--- src/rtl/psw_ccr_pkg.sv ---
// Shared CPU constants for the processor status word block:
// PSW bit positions, PSW load modes, trace states and the trace vector.
package psw_ccr_pkg;

    localparam int PSW_C       = 0;
    localparam int PSW_V       = 1;
    localparam int PSW_Z       = 2;
    localparam int PSW_N       = 3;
    localparam int PSW_T       = 4;
    localparam int PSW_PRI_LSB = 5;
    localparam int PSW_PRI_MSB = 7;

    localparam logic [7:0] TRACE_VEC = 8'o14;

    typedef enum logic [1:0] {
        PSW_RTI  = 2'b00,
        PSW_RTT  = 2'b01,
        PSW_MTPS = 2'b10,
        PSW_NOP  = 2'b11
    } psw_mode_e;

    typedef enum logic [1:0] {
        TR_IDLE  = 2'b00,
        TR_ARMED = 2'b01,
        TR_PEND  = 2'b10
    } trace_state_e;

endpackage

--- src/rtl/psw_ccr_trace_fsm.sv ---
// T-bit trace sequencer: arms on an instruction start with T set,
// requests the trap when that instruction ends, clears on trap_ack.
module psw_ccr_trace_fsm
    import psw_ccr_pkg::*;
#(
    parameter bit TRACE_EN = 1'b1
) (
    input  logic clk,
    input  logic reset,
    input  logic ce,
    input  logic t_bit,
    input  logic rtt_load,
    input  logic instr_start,
    input  logic instr_end,
    input  logic trap_ack,
    output logic trace_req
);

    trace_state_e state_q;
    trace_state_e state_d;
    logic         inhibit_q;

    always_ff @(posedge clk) begin
        if (reset) begin
            state_q   <= TR_IDLE;
            inhibit_q <= 1'b0;
        end else if (ce) begin
            state_q <= state_d;
            // RTT suppresses tracing of the instruction that follows it
            if (rtt_load)
                inhibit_q <= 1'b1;
            else if (instr_start)
                inhibit_q <= 1'b0;
        end
    end

    always_comb begin
        state_d = state_q;
        unique case (state_q)
            TR_IDLE:
                if (instr_start && t_bit && !inhibit_q)
                    state_d = TR_ARMED;
            TR_ARMED:
                if (instr_end)
                    state_d = TR_PEND;
            TR_PEND:
                if (trap_ack)
                    state_d = TR_IDLE;
            default:
                state_d = TR_IDLE;
        endcase
        if (!TRACE_EN)
            state_d = TR_IDLE;
    end

    always_comb begin
        trace_req = TRACE_EN && (state_q == TR_PEND);
    end

endmodule

--- src/rtl/psw_ccr.sv ---
// PSW / condition-code register behind the ALU: flag commit,
// CLx/SEx, PSW loads, result latch, trace and interrupt requests.
module psw_ccr
    import psw_ccr_pkg::*;
#(
    parameter logic [15:0] PSW_RESET = 16'h00E0,
    parameter bit          TRACE_EN  = 1'b1
) (
    input  logic        clk,
    input  logic        reset,
    input  logic        ce,
    input  logic        alu_we,
    input  logic [3:0]  alu_flags,
    input  logic [3:0]  alu_ccmask,
    input  logic [15:0] alu_result,
    input  logic        cc_we,
    input  logic        cc_set,
    input  logic [3:0]  cc_bits,
    input  logic        psw_we,
    input  logic [1:0]  psw_mode,
    input  logic [15:0] psw_din,
    input  logic        instr_start,
    input  logic        instr_end,
    input  logic        trap_ack,
    input  logic        irq_valid,
    input  logic [2:0]  irq_pri,
    output logic [15:0] psw,
    output logic        ci,
    output logic        ni,
    output logic [15:0] result_q,
    output logic        trace_req,
    output logic        irq_pend
);

    logic [7:0]  psw_q;
    logic [7:0]  psw_d;
    logic [15:0] result_d;
    logic        rtt_load;
    logic [2:0]  pri;
    logic        unused_din;

    assign unused_din = ^psw_din[15:8];
    assign pri        = psw_q[PSW_PRI_MSB:PSW_PRI_LSB];
    assign rtt_load   = psw_we && (psw_mode_e'(psw_mode) == PSW_RTT);

    // One writer per cycle; a losing strobe drops flags and result alike
    always_comb begin
        psw_d    = psw_q;
        result_d = result_q;
        if (psw_we) begin
            unique case (psw_mode_e'(psw_mode))
                PSW_RTI, PSW_RTT: psw_d = psw_din[7:0];
                PSW_MTPS: psw_d = {psw_din[7:5], psw_q[PSW_T], psw_din[3:0]};
                default: psw_d = psw_q;
            endcase
        end else if (cc_we) begin
            psw_d[3:0] = cc_set ? (psw_q[3:0] | cc_bits)
                                : (psw_q[3:0] & ~cc_bits);
        end else if (alu_we) begin
            psw_d[3:0] = (psw_q[3:0] & ~alu_ccmask) | (alu_flags & alu_ccmask);
            result_d   = alu_result;
        end
    end

    always_ff @(posedge clk) begin
        if (reset) begin
            psw_q    <= PSW_RESET[7:0];
            result_q <= 16'h0000;
            irq_pend <= 1'b0;
        end else if (ce) begin
            psw_q    <= psw_d;
            result_q <= result_d;
            irq_pend <= irq_valid && (irq_pri > pri);
        end
    end

    assign psw = {8'h00, psw_q};
    assign ci  = psw_q[PSW_C];
    assign ni  = psw_q[PSW_N];

    psw_ccr_trace_fsm #(
        .TRACE_EN (TRACE_EN)
    ) u_trace_fsm (
        .clk         (clk),
        .reset       (reset),
        .ce          (ce),
        .t_bit       (psw_q[PSW_T]),
        .rtt_load    (rtt_load),
        .instr_start (instr_start),
        .instr_end   (instr_end),
        .trap_ack    (trap_ack),
        .trace_req   (trace_req)
    );

endmodule
--- config.mk ---
export PLATFORM = sky130hd
export DESIGN_NAME = psw_ccr
export DESIGN_NICKNAME = d
export VERILOG_FILES = /design/src/rtl/psw_ccr_pkg.sv /design/src/rtl/psw_ccr_trace_fsm.sv /design/src/rtl/psw_ccr.sv
export SDC_FILE = /design/constraint.sdc
export NUM_CORES = 1
export LEC_CHECK = 0
export ABC_AREA = 1
export BUFFER_PORTS_ARGS = -buffer_cell sky130_fd_sc_hd__buf_2
export CORE_UTILIZATION = 40
export DETAILED_ROUTE_END_ITERATION = 16
export GPL_ROUTABILITY_DRIVEN = 0
export PLACE_DENSITY = 0.76
export SLEW_MARGIN = 10
export SYNTH_ARGS = -nofsm -noshare
export SYNTH_HDL_FRONTEND = slang
export SYNTH_SLANG_ARGS = --single-unit
--- constraint.sdc ---
create_clock -name clk -period 1.4 [get_ports clk]
set_input_delay 0.28 -clock clk [delete_from_list [all_inputs] [get_ports clk]]
set_output_delay 0.28 -clock clk [all_outputs]
set_load 0.05 [all_outputs]
Word-level counts from Yosys, hierarchy flattened
Index checks and enable logic that the tools add are counted.
Operators by class
  bitwise operators: 10
  eq/ne operators: 8
  reductions and logical operators: 17
  multiplexer cells: 11
  magnitude comparators: 1
Operators with widths (count)
  2-to-1 mux 4 bit: 4
  case mux 8 bit (2 select lines): 1
  bitwise AND 4 bit: 3
  AND reduction 4 bit: 3
  inverter 4 bit: 2
  OR 4 bit: 2
  2-to-1 mux 2 bit: 3
  case mux 2 bit (3 select lines): 1
  AND reduction 3 bit: 2
  equality test 2 x 1 -> 1 bit (second input constant): 2
  equality test 2 bit (second input constant): 2
  logical AND 1 bit: 4
  zero test 2 bit: 2
  != test 2 bit (second input constant): 2
  nonzero test 2 bit: 2
  > comparator 3 bit: 1
  != test 3 x 1 -> 1 bit (second input constant): 1
  inverter 1 bit: 3
  nonzero test 3 bit: 1
  2-to-1 mux 1 bit: 2
  != test 2 x 1 -> 1 bit (second input constant): 1
  AND reduction 2 bit: 1
  OR reduction 2 bit: 1
  zero test 1 bit: 1
Word-level totals
  input port bits: 60
  flip-flop bits (word level): 28
  word-level logic and storage cells: 54
  output and inout bits: 36

Depth between registers and ports, before layout
Gate-level depths: netlist of run 1.
  word-level depth: 6
  depth in mapped cells: 8

Modules after synthesis
Synthesis of run 1 repeated with hierarchy kept, for this count alone.
Unflattened totals
  cells, all modules: 222
  area total of the unflattened synthesis: 1510.2 µm²
Modules (own cells, without submodules)
  psw_ccr: area an instance 1323.8 µm², seq. area each 500.5 µm², cells each 191, times used 1
  psw_ccr_trace_fsm: area an instance 186.4 µm², seq. area each 60.1 µm², cells each 31, times used 1

Worst setup path before layout of run 1
Ideal clock, no wire load.
  path type: register -> register
  start: register u_trace_fsm.state_q[1]
  end: register u_trace_fsm.state_q[0]
  required time: 1.287 ns
  arrival: 1.461 ns
  cell stages (with the launch flop): 8
  setup time: 0.113 ns
  setup slack: -0.174 ns
  cell sequence: dfxtp_1 > inv_1 > nor2_1 > nand2_1 > nand2_1 > o21bai_1 > nand2_1 > nor2_1
Between the ends
  word-level cells in the longest chain between the ends: 3
  elaborated cells between the ends (all ways): 8
  classes of those cells: 5 x eq/ne; 1 x mux; 2 x reduce/logical
RTL lines
  start, declared: line psw_ccr_trace_fsm.sv:19  | trace_state_e state_q;
  start signal, assigned: line psw_ccr_trace_fsm.sv:28  | state_q <= state_d;
  equality test 2 bit (*)
  via trace_req: line psw_ccr.sv:31  | output logic trace_req,
  != test 2 bit (no source line)
  AND reduction 4 bit (no source line)
The timed path passes the listed nets; every way through them passes the cells marked *.
A chain may end at the register's enable or synchronous reset.

Worst setup path in the final report of run 1
  start: register u_trace_fsm.state_q[1]
  end: output port trace_req
Between the ends
  word-level cells in the longest chain between the ends: 1
RTL lines
  equality test 2 bit: line psw_ccr_trace_fsm.sv:57  | trace_req = TRACE_EN && (state_q == TR_PEND);
  end, declared: line psw_ccr.sv:31
No other way between the ends.

==> results of run 1 <==
-- Yosys cell counts --
library cell / n / area, sq um
nand4_1: 1 / 6.26
o211ai_1: 2 / 15.0
nand3b_1: 1 / 7.51
nand3_4: 1 / 17.5
buf_12: 1 / 20.0
inv_1: 19 / 71.3
conb_1: 1 / 3.75
nand3_1: 18 / 90.1
ha_1: 3 / 37.5
nor2_1: 49 / 184
inv_6: 1 / 8.76
o21ai_1: 10 / 50.1
dfxtp_1: 28 / 561
a21oi_1: 3 / 15.0
buf_6: 2 / 22.5
o21bai_1: 2 / 15.0
nor2_4: 1 / 11.3
o21ai_0: 13 / 65.1
clkbuf_8: 1 / 13.8
clkbuf_1: 2 / 7.51
inv_2: 1 / 3.75
nand2_1: 46 / 173
buf_4: 11 / 82.6
-- area by class of cell --
class,instances,area [sq um]
tap,46,57.6
inverter,21,83.8
sequential,28,564
clock buffer,4,55.1
timing repair buffer,80,405
multi-input combinational,158,719
fill,376,1560
-- power by group --
part / switching, mW / total [mW] / internal [mW]
clock: 0.225 / 0.476 / 0.251
combinational: 0.379 / 0.543 / 0.164
sequential: 0.0269 / 0.869 / 0.842
-- through the flow --
stage                     utilization (%)  power [mW]  hold slack [ns]  cell area, sq um
after CTS                            54.7        1.91            0.171              1880
final                                54.8        1.89            0.183              1890
after detailed placement             53.1        1.43            0.451              1830
after global routing                 54.8        2.01            0.177              1890
after global placement               53.1        1.42            0.447              1830
after floorplan                         -        1.31            0.349              1510
-- cell usage in the layout, fill, tap and decap left out --
master / n
buf_2: 78
nor2_1: 48
nand2_1: 46
dfxtp_1: 25
inv_1: 19
nand3_1: 18
o21ai_0: 13
o21ai_1: 10
conb_1: 8
clkbuf_8: 4
a21oi_1: 3
ha_1: 3
dfxtp_2: 3
o211ai_1: 2
o21bai_1: 2
nor2_2: 1
nor2_4: 1
nand3_4: 1
inv_6: 1
nand4_1: 1
inv_2: 1
nand3b_1: 1
clkbuf_4: 1
buf_4: 1
-- per-layer routing --
metal | GRT usage [%] | up-vias | wire length (microns) | part of all wire (%)
met4 | 4.36 | 0 | 40 | 1.2
li1 | - | 812 | - | -
met3 | 3.65 | 4 | 121 | 3.8
met1 | 19.4 | 628 | 1460 | 45
met2 | 29.8 | 42 | 1600 | 50
met5 | 0 | - | 0 | 0
-- path summary, 6_finish.rpt --
path / startpoint / to / slack [ns] / depth (start not counted)
max: u_trace_fsm.state_q[1] / trace_req / 0.13 / 3
min: reset / u_trace_fsm.inhibit_q / 0.18 / 2
max reg2reg: psw_q[7] / irq_pend / 0.23 / 6
min reg2reg: u_trace_fsm.inhibit_q / u_trace_fsm.inhibit_q / 0.47 / 2
-- cells by family after synthesis --
family                   after synthesis
AO/OA/AOI/OAI                         30
adder cells (fa/ha/maj)                3
buffers and inverters                 38
flip-flops                            28
other                                  1
AND/OR/NAND/NOR                      117
-- critical path: cells and delay by family (launching register included) --
| family | cells | cell delay (ns) |
|---|---|---|
| simple gates | 1 | 0.08 |
| buf+inv | 2 | 0.28 |
| flops | 1 | 0.36 |
==> metrics.md, run 1 <==
| Metric | Value |
|---|---|
| Run status | `finished, final reports clean` |
| CTS HTree Levels | `1` |
| CTS Buf Count | `3` |
| Die footprint | `0.00395 sq mm` |
| Final Critical Period | `1.27 ns` |
| Xor/xnor share of the synthesized area | `0%` |
| Post-synthesis sequential area ratio | `37.8%` |
| Post-CTS setup buffer count | `0` |
| Diode count | `0` |
| Crit path launch type | `register` |
| #FFs+latches synth | `28` |
| Worst vdd ir | `0.550 mV` |
| Vert. Die Dim | `62.9 microns` |
| Max Slew Vio Count | `0` |
| Fin crit share | `90.7%` |
| Share of cells above drive strength 1 | `31.6%` |
| Initial antenna violation count | `0` |
| Post-synthesis instance total | `217` |
| Synth Area in Simple Gates | `33.0%` |
| GRT overflow | `0` |
| Boundary Pins | `96` |
| Clock latency on the worst-skew pair | `0.26 ns` |
| Hold Buf Count CTS | `0` |
| Final wirelength | `3220 microns` |
| Dpl ws | `0.156 ns` |
| Post-Syn Area | `0.00148 sq mm` |
| Pin count of the biggest net entering global routing | `28` |
| GRT Total Usage | `16.5%` |
| Setup TNS | `0 ns` |
| Final Instance Count excl. Fillers | `337` |
| Root Driver | `clkbuf_8` |
| Adder-cell area share of the yosys netlist | `2.53%` |
| Rows | `21` |
| Yosys warning count | `0` |
| Initial core utilization | `43.0%` |
| WS Path Type | `reg -> out` |
| Largest family of logic cells by synthesized area | `simple AND/OR/NAND/NOR gates` |
| Dpl hpwl | `2530 microns` |
| Fin nets | `355` |
| DRC viols | `0` |
| CTS Buffer Depth | `2` |
| Max FO, Critical Path | `4` |
| Vias post-DR | `1486` |
| Buffers on Ports | `79` |
| DR iter-0 viols | `59` |
| Compound-gate portion of the synthesized area | `10.8%` |
| Dpl cells | `333` |
| Mean area per synthesized cell | `6.83 sq um` |
| Leakage | `1.02 nW` |
| Clock-pin slew on the worst setup and hold paths | `0.09 ns` |
| Post-CTS Resized | `0` |
| Core Area | `0.00344 sq mm` |
| Chip width | `62.9 microns` |
| RSZ-0062 raised after global routing | `no` |
| CTS tree | `built` |
| Slowest stage delay, CP | `0.36 ns` |
| Clk_skew | `0.000400 ns` |
| Wirelength per Cell | `9.57 microns` |
| Post-synthesis cell type count | `23` |
| CP cell instances | `inv_1, nor2_2, clkbuf_4` |
| Min-Delay Path Class | `in -> reg` |
| Crit-path slowest cell | `dfxtp_2` |
| Mux cell area share after synthesis | `0%` |
| CP required | `1.12 ns` |
| PD cells | `1000 mW/mm^2` |
| Area Overhead vs Synth | `27.3%` |
| Crit path DAT | `0.99 ns` |
| First-pass detailed-route iteration total | `4` |
| Number of global-route vias before repair | `1264` |
| Via-to-Cell Ratio | `4.41` |
| Final worst setup slack | `0.130 ns` |
| CTS sink cnt | `28` |
| Crit. End Element | `output port` |
| Final antenna-violating net count | `0` |
| Setup-failing EPs final | `0` |
| First-pass GRT wire length | `5270 microns` |
| Fmax achieved | `0.787 GHz` |
| Max Cap Viol | `0` |
| Hold Fails Final Rpt | `0` |
(Power assumes the default switching activity.)
==> run 2: changes to the inputs <==
- CORE_MARGIN: unset -> 4
==> run 2 against run 1 <==
First-iteration DRC count is 14% lower. Clock power is essentially flat. Worst setup slack worse by 0.055 ns. Count of clock-buffer cells in the layout did not move. Maximum frequency down 4.2%. Sequential cell count unchanged. Sequential power is essentially flat. Critical endpoint unchanged. Highest routed layer unchanged.
==> metrics.md, run 2 (synthesized netlist as in run 1, its figures left out) <==
| Metric | Value |
|---|---|
| CTS sink cnt | `28 (unchanged)` |
| CTS Buffer Depth | `2 (unchanged)` |
| Chip width | `68.9 microns (was 62.9 microns)` |
| Fin util | `55.0% (was 54.8%)` |
| DRC viols | `0 (unchanged)` |
| Hold Path End | `u_trace_fsm.inhibit_q (unchanged)` |
| Via-to-Cell Ratio | `4.40 (was 4.41)` |
| Share of cells above drive strength 1 | `31.5% (was 31.6%)` |
| Hold_sp | `reset (unchanged)` |
| WS Path Type | `reg -> out (unchanged)` |
| Sw Share | `33.5% (was 33.4%)` |
| Final Critical Period | `1.33 ns (was 1.27 ns)` |
| Setup-failing EPs final | `0 (unchanged)` |
| Switching power | `634 uW (was 630 uW)` |
| Die footprint | `0.00474 sq mm (was 0.00395 sq mm)` |
| Leading cell type in the layout, fill and taps excluded | `buf_2 (unchanged)` |
| Area Overhead vs Synth | `27.7% (was 27.3%)` |
| RSZ-0062 raised after global routing | `no (unchanged)` |
| Initial antenna violation count | `0 (unchanged)` |
| First-pass detailed-route iteration total | `4 (unchanged)` |
| Hold Fails Final Rpt | `0 (unchanged)` |
| GRT overflow | `0 (unchanged)` |
| Clock-pin slew on the worst setup and hold paths | `0.09 ns (about the same)` |
| R2R Setup Slk | `0.20 ns (was 0.23 ns)` |
| Final antenna-violating net count | `0 (unchanged)` |
| PD cells | `1000 mW/mm^2 (about the same)` |
| Run status | `finished, final reports clean (unchanged)` |
| CTS HTree Levels | `1 (unchanged)` |
| Vert. Die Dim | `68.9 microns (was 62.9 microns)` |
| Root Driver | `clkbuf_8 (unchanged)` |
| Boundary Pins | `96 (unchanged)` |
| Fin crit share | `94.7% (was 90.7%)` |
| CTS Buf Count | `3 (unchanged)` |
| Clock latency on the worst-skew pair | `0.27 ns (was 0.26 ns)` |
| Initial core utilization | `43.0% (unchanged)` |
| R2R cell count | `6 (unchanged)` |
| Hold_ws | `0.170 ns (was 0.183 ns)` |
| Crit path DAT | `1.05 ns (was 0.99 ns)` |
| Buffers on Ports | `79 (unchanged)` |
| Combinational power share | `28.9% (was 28.8%)` |
| Crit. End Element | `output port (unchanged)` |
| CTS tree | `built (unchanged)` |
| Setup TNS | `0 ns (unchanged)` |
| Most frequent cells in the layout | `78 x buf_2, 48 x nor2_1, 46 x nand2_1, 26 x dfxtp_1, 19 x inv_1 (was 78 x buf_2, 48 x nor2_1, 46 x nand2_1, 25 x dfxtp_1, 19 x inv_1)` |
| Min-Delay Path Class | `in -> reg (unchanged)` |
| Leakage | `1.02 nW (about the same)` |
| WHS Path Cells | `2 (unchanged)` |
| Worst vdd ir | `0.730 mV (was 0.550 mV)` |
| Vias post-DR | `1487 (was 1486)` |
| Flop pwr share | `45.9% (was 46.0%)` |
| Post-layout instance area | `0.00189 sq mm (about the same)` |
| Dpl hpwl | `2940 microns (was 2530 microns)` |
| Pint | `1.26 mW (about the same)` |
| GRT Total Usage | `15.1% (was 16.5%)` |
| Fmax achieved | `0.755 GHz (was 0.787 GHz)` |
| Reg2Reg Launch Point | `psw_q[7] (unchanged)` |
| Rows | `21 (unchanged)` |
| Clk_skew | `0.00422 ns (was 0.000400 ns)` |
| R2R Path End | `irq_pend (unchanged)` |
| Max Cap Viol | `0 (unchanged)` |
| Crit path launch type | `register (unchanged)` |
| Clock share of power | `25.2% (about the same)` |
| CP required | `1.12 ns (about the same)` |
| Placed Area | `0.00183 sq mm (about the same)` |
| Max Slew Vio Count | `0 (unchanged)` |
| Core Area | `0.00344 sq mm (unchanged)` |
| CP cell instances | `inv_1, nor2_2, clkbuf_4 (unchanged)` |
| Max FO, Critical Path | `4 (unchanged)` |
| Final wirelength | `3570 microns (was 3220 microns)` |
| Filler instances | `369 (was 376)` |
| Number of global-route vias before repair | `1310 (was 1264)` |
| Slowest stage delay, CP | `0.38 ns (was 0.36 ns)` |
| Crit-path slowest cell | `dfxtp_1 (was dfxtp_2)` |
| Hold Buf Count CTS | `0 (unchanged)` |
| Diode count | `0 (unchanged)` |
| Pin count of the biggest net entering global routing | `18 (was 28)` |
| First-pass GRT wire length | `5400 microns (was 5270 microns)` |
| Fin nets | `356 (was 355)` |
| DR iter-0 viols | `51 (was 59)` |
| Wirelength per Cell | `10.6 microns (was 9.57 microns)` |
| Power consumption | `1.89 mW (about the same)` |
run 2: cell count changes in the layout (fill, tap and decap cells not counted):
cell,delta
dfxtp_1,+1
dfxtp_2,-1
buf_4,+1
run 2: worst max-delay path by stage:
stage | start | end | slack [ns] | cells after the start
global placement | psw_we | result_q[5] | 0.18 | 6
finish | u_trace_fsm.state_q[1] | trace_req | 0.07 | 3
detailed placement | psw_we | result_q[11] | 0.13 | 6
global route | u_trace_fsm.state_q[1] | trace_req | 0.007 | 3
CTS | u_trace_fsm.state_q[1] | trace_req | 0.03 | 3
floorplan | u_trace_fsm.state_q[1] | u_trace_fsm.state_q[1] | 0.09 | 7
run 2: cell type report:
cell class	instances	area [sq um]	share of cell area, %
multi-input cells	158	719	38.0
inverters	21	83.8	4.43
flip-flops and latches	28	563	29.8
repair buffers	81	413	21.8
clock buffers	4	55.1	2.91
well taps	46	57.6	3.04
run 2: power groups by stage:
stage	combinational, mW	sequential, mW	clock [mW]
floorplan	0.311	1.00	0
global placement	0.540	0.886	0
detailed placement	0.548	0.888	0
CTS	0.548	0.870	0.497
global route	0.606	0.876	0.526
finish	0.547	0.869	0.476
run 2: per-stage QoR:
step           worst slack (ns)  instances
2_1_floorplan            0.0903        224
3_3_place_gp              0.184        334
3_5_place_dp              0.130        334
4_1_cts                  0.0311        338
5_1_grt                 0.00713        338
6_report                 0.0749        338
run 2: what timing repair did:
| action | in CTS | in global routing |
|---|---|---|
| setup endpoints to repair | 0 | 1 |
| gates resized for setup | 0 | 1 |
| buffers inserted | 0 | 0 |
run 2: worst max-delay path, delay by kind of cell (launching register included):
| family | cells | cell delay [ns] |
|---|---|---|
| AND/OR/NAND/NOR | 1 | 0.09 |
| buffers and inverters | 2 | 0.30 |
| flip-flops | 1 | 0.38 |
run 2: layer usage:
| metal | routed length [microns] | vias up | global-route usage (%) |
|---|---|---|---|
| li1 | - | 814 | - |
| met1 | 1430 | 630 | 17.1 |
| met2 | 1870 | 41 | 28.5 |
| met3 | 245 | 2 | 3.73 |
| met4 | 26 | 0 | 2.92 |
| met5 | 0 | - | 0 |
==> run 3: changes to the inputs <==
- ABC_AREA: 1 -> unset
- CORE_UTILIZATION: 40 -> 41
- PLACE_DENSITY: 0.76 -> 0.79
==> run 3 against run 2 <==
Global-route usage rose by 0.55 points. Core utilization is 4.5 points higher. Critical endpoint is now irq_pend. Cell count shrank 12%. Sequential share of layout area is 0.55 points higher. Register-to-register slack lost 0.12 ns. Sequential power is 3.6% lower. Sequential cell count did not move. Clock skew down 0.0026 ns. Via count is 6.1% lower.
==> metrics.md, run 3 <==
| Metric | Value |
|---|---|
| Core Area | `0.00315 sq mm (was 0.00344 sq mm)` |
| Chip width | `66.4 microns (was 68.9 microns)` |
| Synth area leader | `dfxtp_1 (unchanged)` |
| CTS Buffer Depth | `2 (unchanged)` |
| Max Slew Vio Count | `0 (unchanged)` |
| CTS tree | `built (unchanged)` |
| Yosys warning count | `0 (unchanged)` |
| #FFs+latches synth | `28 (unchanged)` |
| Leading cell type in the layout, fill and taps excluded | `buf_2 (unchanged)` |
| Critical path's top delay family | `compound AO/OA/AOI/OAI gates (was flip-flops)` |
| Leakage | `0.912 nW (was 1.02 nW)` |
| Clock share of power | `29.5% (was 25.2%)` |
| Fmax achieved | `0.760 GHz (was 0.755 GHz)` |
| Crit path DAT | `1.55 ns (was 1.05 ns)` |
| Rows | `20 (was 21)` |
| Buf/Inv on CP | `1 (was 2)` |
| Number of global-route vias before repair | `1271 (was 1310)` |
| Flop pwr share | `47.4% (was 45.9%)` |
| GRT Total Usage | `15.7% (was 15.1%)` |
| Post-synth top area share | `40.1% (was 37.8%)` |
| Post-CTS Resized | `1 (was 0)` |
| Asr flop ratio synth | `0% (unchanged)` |
| Pin count of the biggest net entering global routing | `17 (was 18)` |
| Crit-path slowest cell | `dfxtp_4 (was dfxtp_1)` |
| CTS sink cnt | `28 (unchanged)` |
| Setup-failing EPs final | `0 (unchanged)` |
| Clk_skew | `0.00158 ns (was 0.00422 ns)` |
| Leading cell types by total area after synthesis | `dfxtp_1 40%, nand2_1 10%, a21oi_1 9.7% (was dfxtp_1 38%, nor2_1 12%, nand2_1 12%)` |
| Vert. Die Dim | `66.4 microns (was 68.9 microns)` |
| Post-synthesis cell type count | `29 (was 23)` |
| GRT overflow | `0 (unchanged)` |
| Hold Buf Count CTS | `0 (unchanged)` |
| Combinational power share | `23.1% (was 28.9%)` |
| Post-Syn Area | `0.00140 sq mm (was 0.00148 sq mm)` |
| Initial core utilization | `44.4% (was 43.0%)` |
| DR iter-0 viols | `54 (was 51)` |
| Fin util | `59.4% (was 55.0%)` |
| Top-count cell post-synth | `nand2_1 (was nor2_1)` |
| Vias post-DR | `1396 (was 1487)` |
| Max FO, Critical Path | `2 (was 4)` |
| Post-CTS setup buffer count | `0 (unchanged)` |
| WS Path Type | `reg -> reg (was reg -> out)` |
| Area Overhead vs Synth | `34.0% (was 27.7%)` |
| Pint | `1.25 mW (was 1.26 mW)` |
| Filler instances | `331 (was 369)` |
| Sw Share | `29.1% (was 33.5%)` |
| Commonest cells post-synth | `39 x nand2_1, 28 x dfxtp_1, 27 x a21oi_1, 13 x buf_4 (was 49 x nor2_1, 46 x nand2_1, 28 x dfxtp_1, 19 x inv_1, 18 x nand3_1)` |
| Slowest stage delay, CP | `0.37 ns (was 0.38 ns)` |
| Clock latency on the worst-skew pair | `0.32 ns (was 0.27 ns)` |
| Initial antenna violation count | `0 (unchanged)` |
| Clock-pin slew on the worst setup and hold paths | `0.15 ns (was 0.09 ns)` |
| Boundary Pins | `96 (unchanged)` |
| CTS HTree Levels | `1 (unchanged)` |
| Via-to-Cell Ratio | `4.70 (was 4.40)` |
| Most frequent cells in the layout | `78 x buf_2, 39 x nand2_1, 27 x a21oi_1, 24 x dfxtp_1, 8 x conb_1 (was 78 x buf_2, 48 x nor2_1, 46 x nand2_1, 26 x dfxtp_1, 19 x inv_1)` |
| Final Critical Period | `1.32 ns (was 1.33 ns)` |
| Mean area per synthesized cell | `7.95 sq um (was 6.83 sq um)` |
| Crit path launch type | `register (unchanged)` |
| Post-layout instance area | `0.00187 sq mm (was 0.00189 sq mm)` |
| Post-synth top flop | `dfxtp_1 (unchanged)` |
| EDFF count, synth | `0 (unchanged)` |
| Setup TNS | `0 ns (unchanged)` |
| Dpl hpwl | `2800 microns (was 2940 microns)` |
| PD cells | `944 mW/mm^2 (was 1000 mW/mm^2)` |
| First-pass detailed-route iteration total | `4 (unchanged)` |
| Max Cap Viol | `0 (unchanged)` |
| Run status | `finished, final reports clean (unchanged)` |
| Diode count | `0 (unchanged)` |
| Switching power | `515 uW (was 634 uW)` |
| Placed Area | `0.00182 sq mm (was 0.00183 sq mm)` |
| Final antenna-violating net count | `0 (unchanged)` |
| Wirelength per Cell | `11.5 microns (was 10.6 microns)` |
| CTS Buf Count | `3 (unchanged)` |
| Share of cells above drive strength 1 | `40.3% (was 31.5%)` |
| Min-Delay Path Class | `in -> reg (unchanged)` |
| Die footprint | `0.00441 sq mm (was 0.00474 sq mm)` |
| RSZ-0062 raised after global routing | `no (unchanged)` |
| Hold Fails Final Rpt | `0 (unchanged)` |
| DRC viols | `0 (unchanged)` |
| Dpl cells | `293 (was 334)` |
| Post-synthesis instance total | `176 (was 217)` |
| Worst vdd ir | `0.604 mV (was 0.730 mV)` |
| Fin nets | `317 (was 356)` |
| Multi-input gate area | `713 sq um (was 719 sq um)` |
| First-pass GRT wire length | `5380 microns (was 5400 microns)` |
| CP required | `1.63 ns (was 1.12 ns)` |
| CP cell instances | `inv_2, ha_1, nor2b_1, o21a_1, o2111ai_1, a21oi_1 (was inv_1, nor2_2, clkbuf_4)` |
| Buffers on Ports | `79 (unchanged)` |
| Post-synthesis sequential area ratio | `40.1% (was 37.8%)` |
| Final Instance Count excl. Fillers | `297 (was 338)` |
| Fin crit share | `94.0% (was 94.7%)` |
| Crit. End Element | `register (was output port)` |
| Root Driver | `clkbuf_4 (was clkbuf_8)` |
| Final wirelength | `3430 microns (was 3570 microns)` |
| Reg area | `568 sq um (was 563 sq um)` |
==> run 3: cell types whose count changed in the layout (fill, tap and decap cells not counted), sizes merged, moves of 5 or more <==
cell and delta:
a21oi +25, buf +6, inv -15, mux2i +5, nand2 -7, nand2b +5
nand3 -15, nor2 -44, nor2b +6, o21ai -16
==> run 3: routing by layer <==
| layer | track usage (%) | wire length, microns | part of all wire, % |
|---|---|---|---|
| met1 | 17.9 | 1390 | 41 |
| met2 | 28.0 | 1720 | 50 |
| met3 | 4.93 | 292 | 8.5 |
| met4 | 3.81 | 21 | 0.61 |
| met5 | 0 | 0 | 0 |
==> run 3: logic make-up after synthesis <==
| logic type | synth area share (%) |
|---|---|
| simple gates | 22.4 |
| fa+ha+maj | 2.68 |
| other cells | 0.268 |
| compound gates | 17.0 |
| buf+inv | 10.8 |
| mux | 6.80 |
| flops | 40.1 |
==> run 3: layout make-up <==
type	instances	share of cell area, %
Inverter	6	1.20
Sequential cell	28	30.3
Clock buffer	3	1.20
Clock inverter	1	1.60
Multi-Input combinational cell	129	38.1
Timing Repair Buffer	86	24.7
Tap cell	44	2.94
==> run 3: stage by stage <==
step           power [mW]  hold slack, ns  setup slack, ns
6_report             1.77           0.162           0.0837
5_1_grt              1.86           0.135           0.0230
4_1_cts              1.80           0.148           0.0417
3_5_place_dp         1.27           0.444           0.0376
2_1_floorplan        1.15           0.408           0.0142
3_3_place_gp         1.26           0.439           0.0607
==> run 3: tightest hold or removal path, delay by kind of cell <==
| family | cells | cell delay [ns] |
|---|---|---|
| buf+inv | 1 | 0.07 |
| compound gates | 1 | 0.07 |
| simple gates | 1 | 0.04 |
==> run 3: power groups by stage <==
stage	registers [mW]	logic [mW]	clock network [mW]
after CTS	0.838	0.411	0.546
after global routing	0.843	0.442	0.575
after global placement	0.854	0.407	0
final	0.838	0.409	0.522
after floorplan	0.940	0.212	0
after detailed placement	0.856	0.410	0
==> run 3: final timing paths <==
check	from	endpoint	slack [ns]	cells after the start
max	psw_q[6]	irq_pend	0.08	6
min	psw_din[7]	psw_q[7]	0.16	3
max reg2reg	psw_q[6]	irq_pend	0.08	6
min reg2reg	result_q[6]	result_q[6]	0.46	2
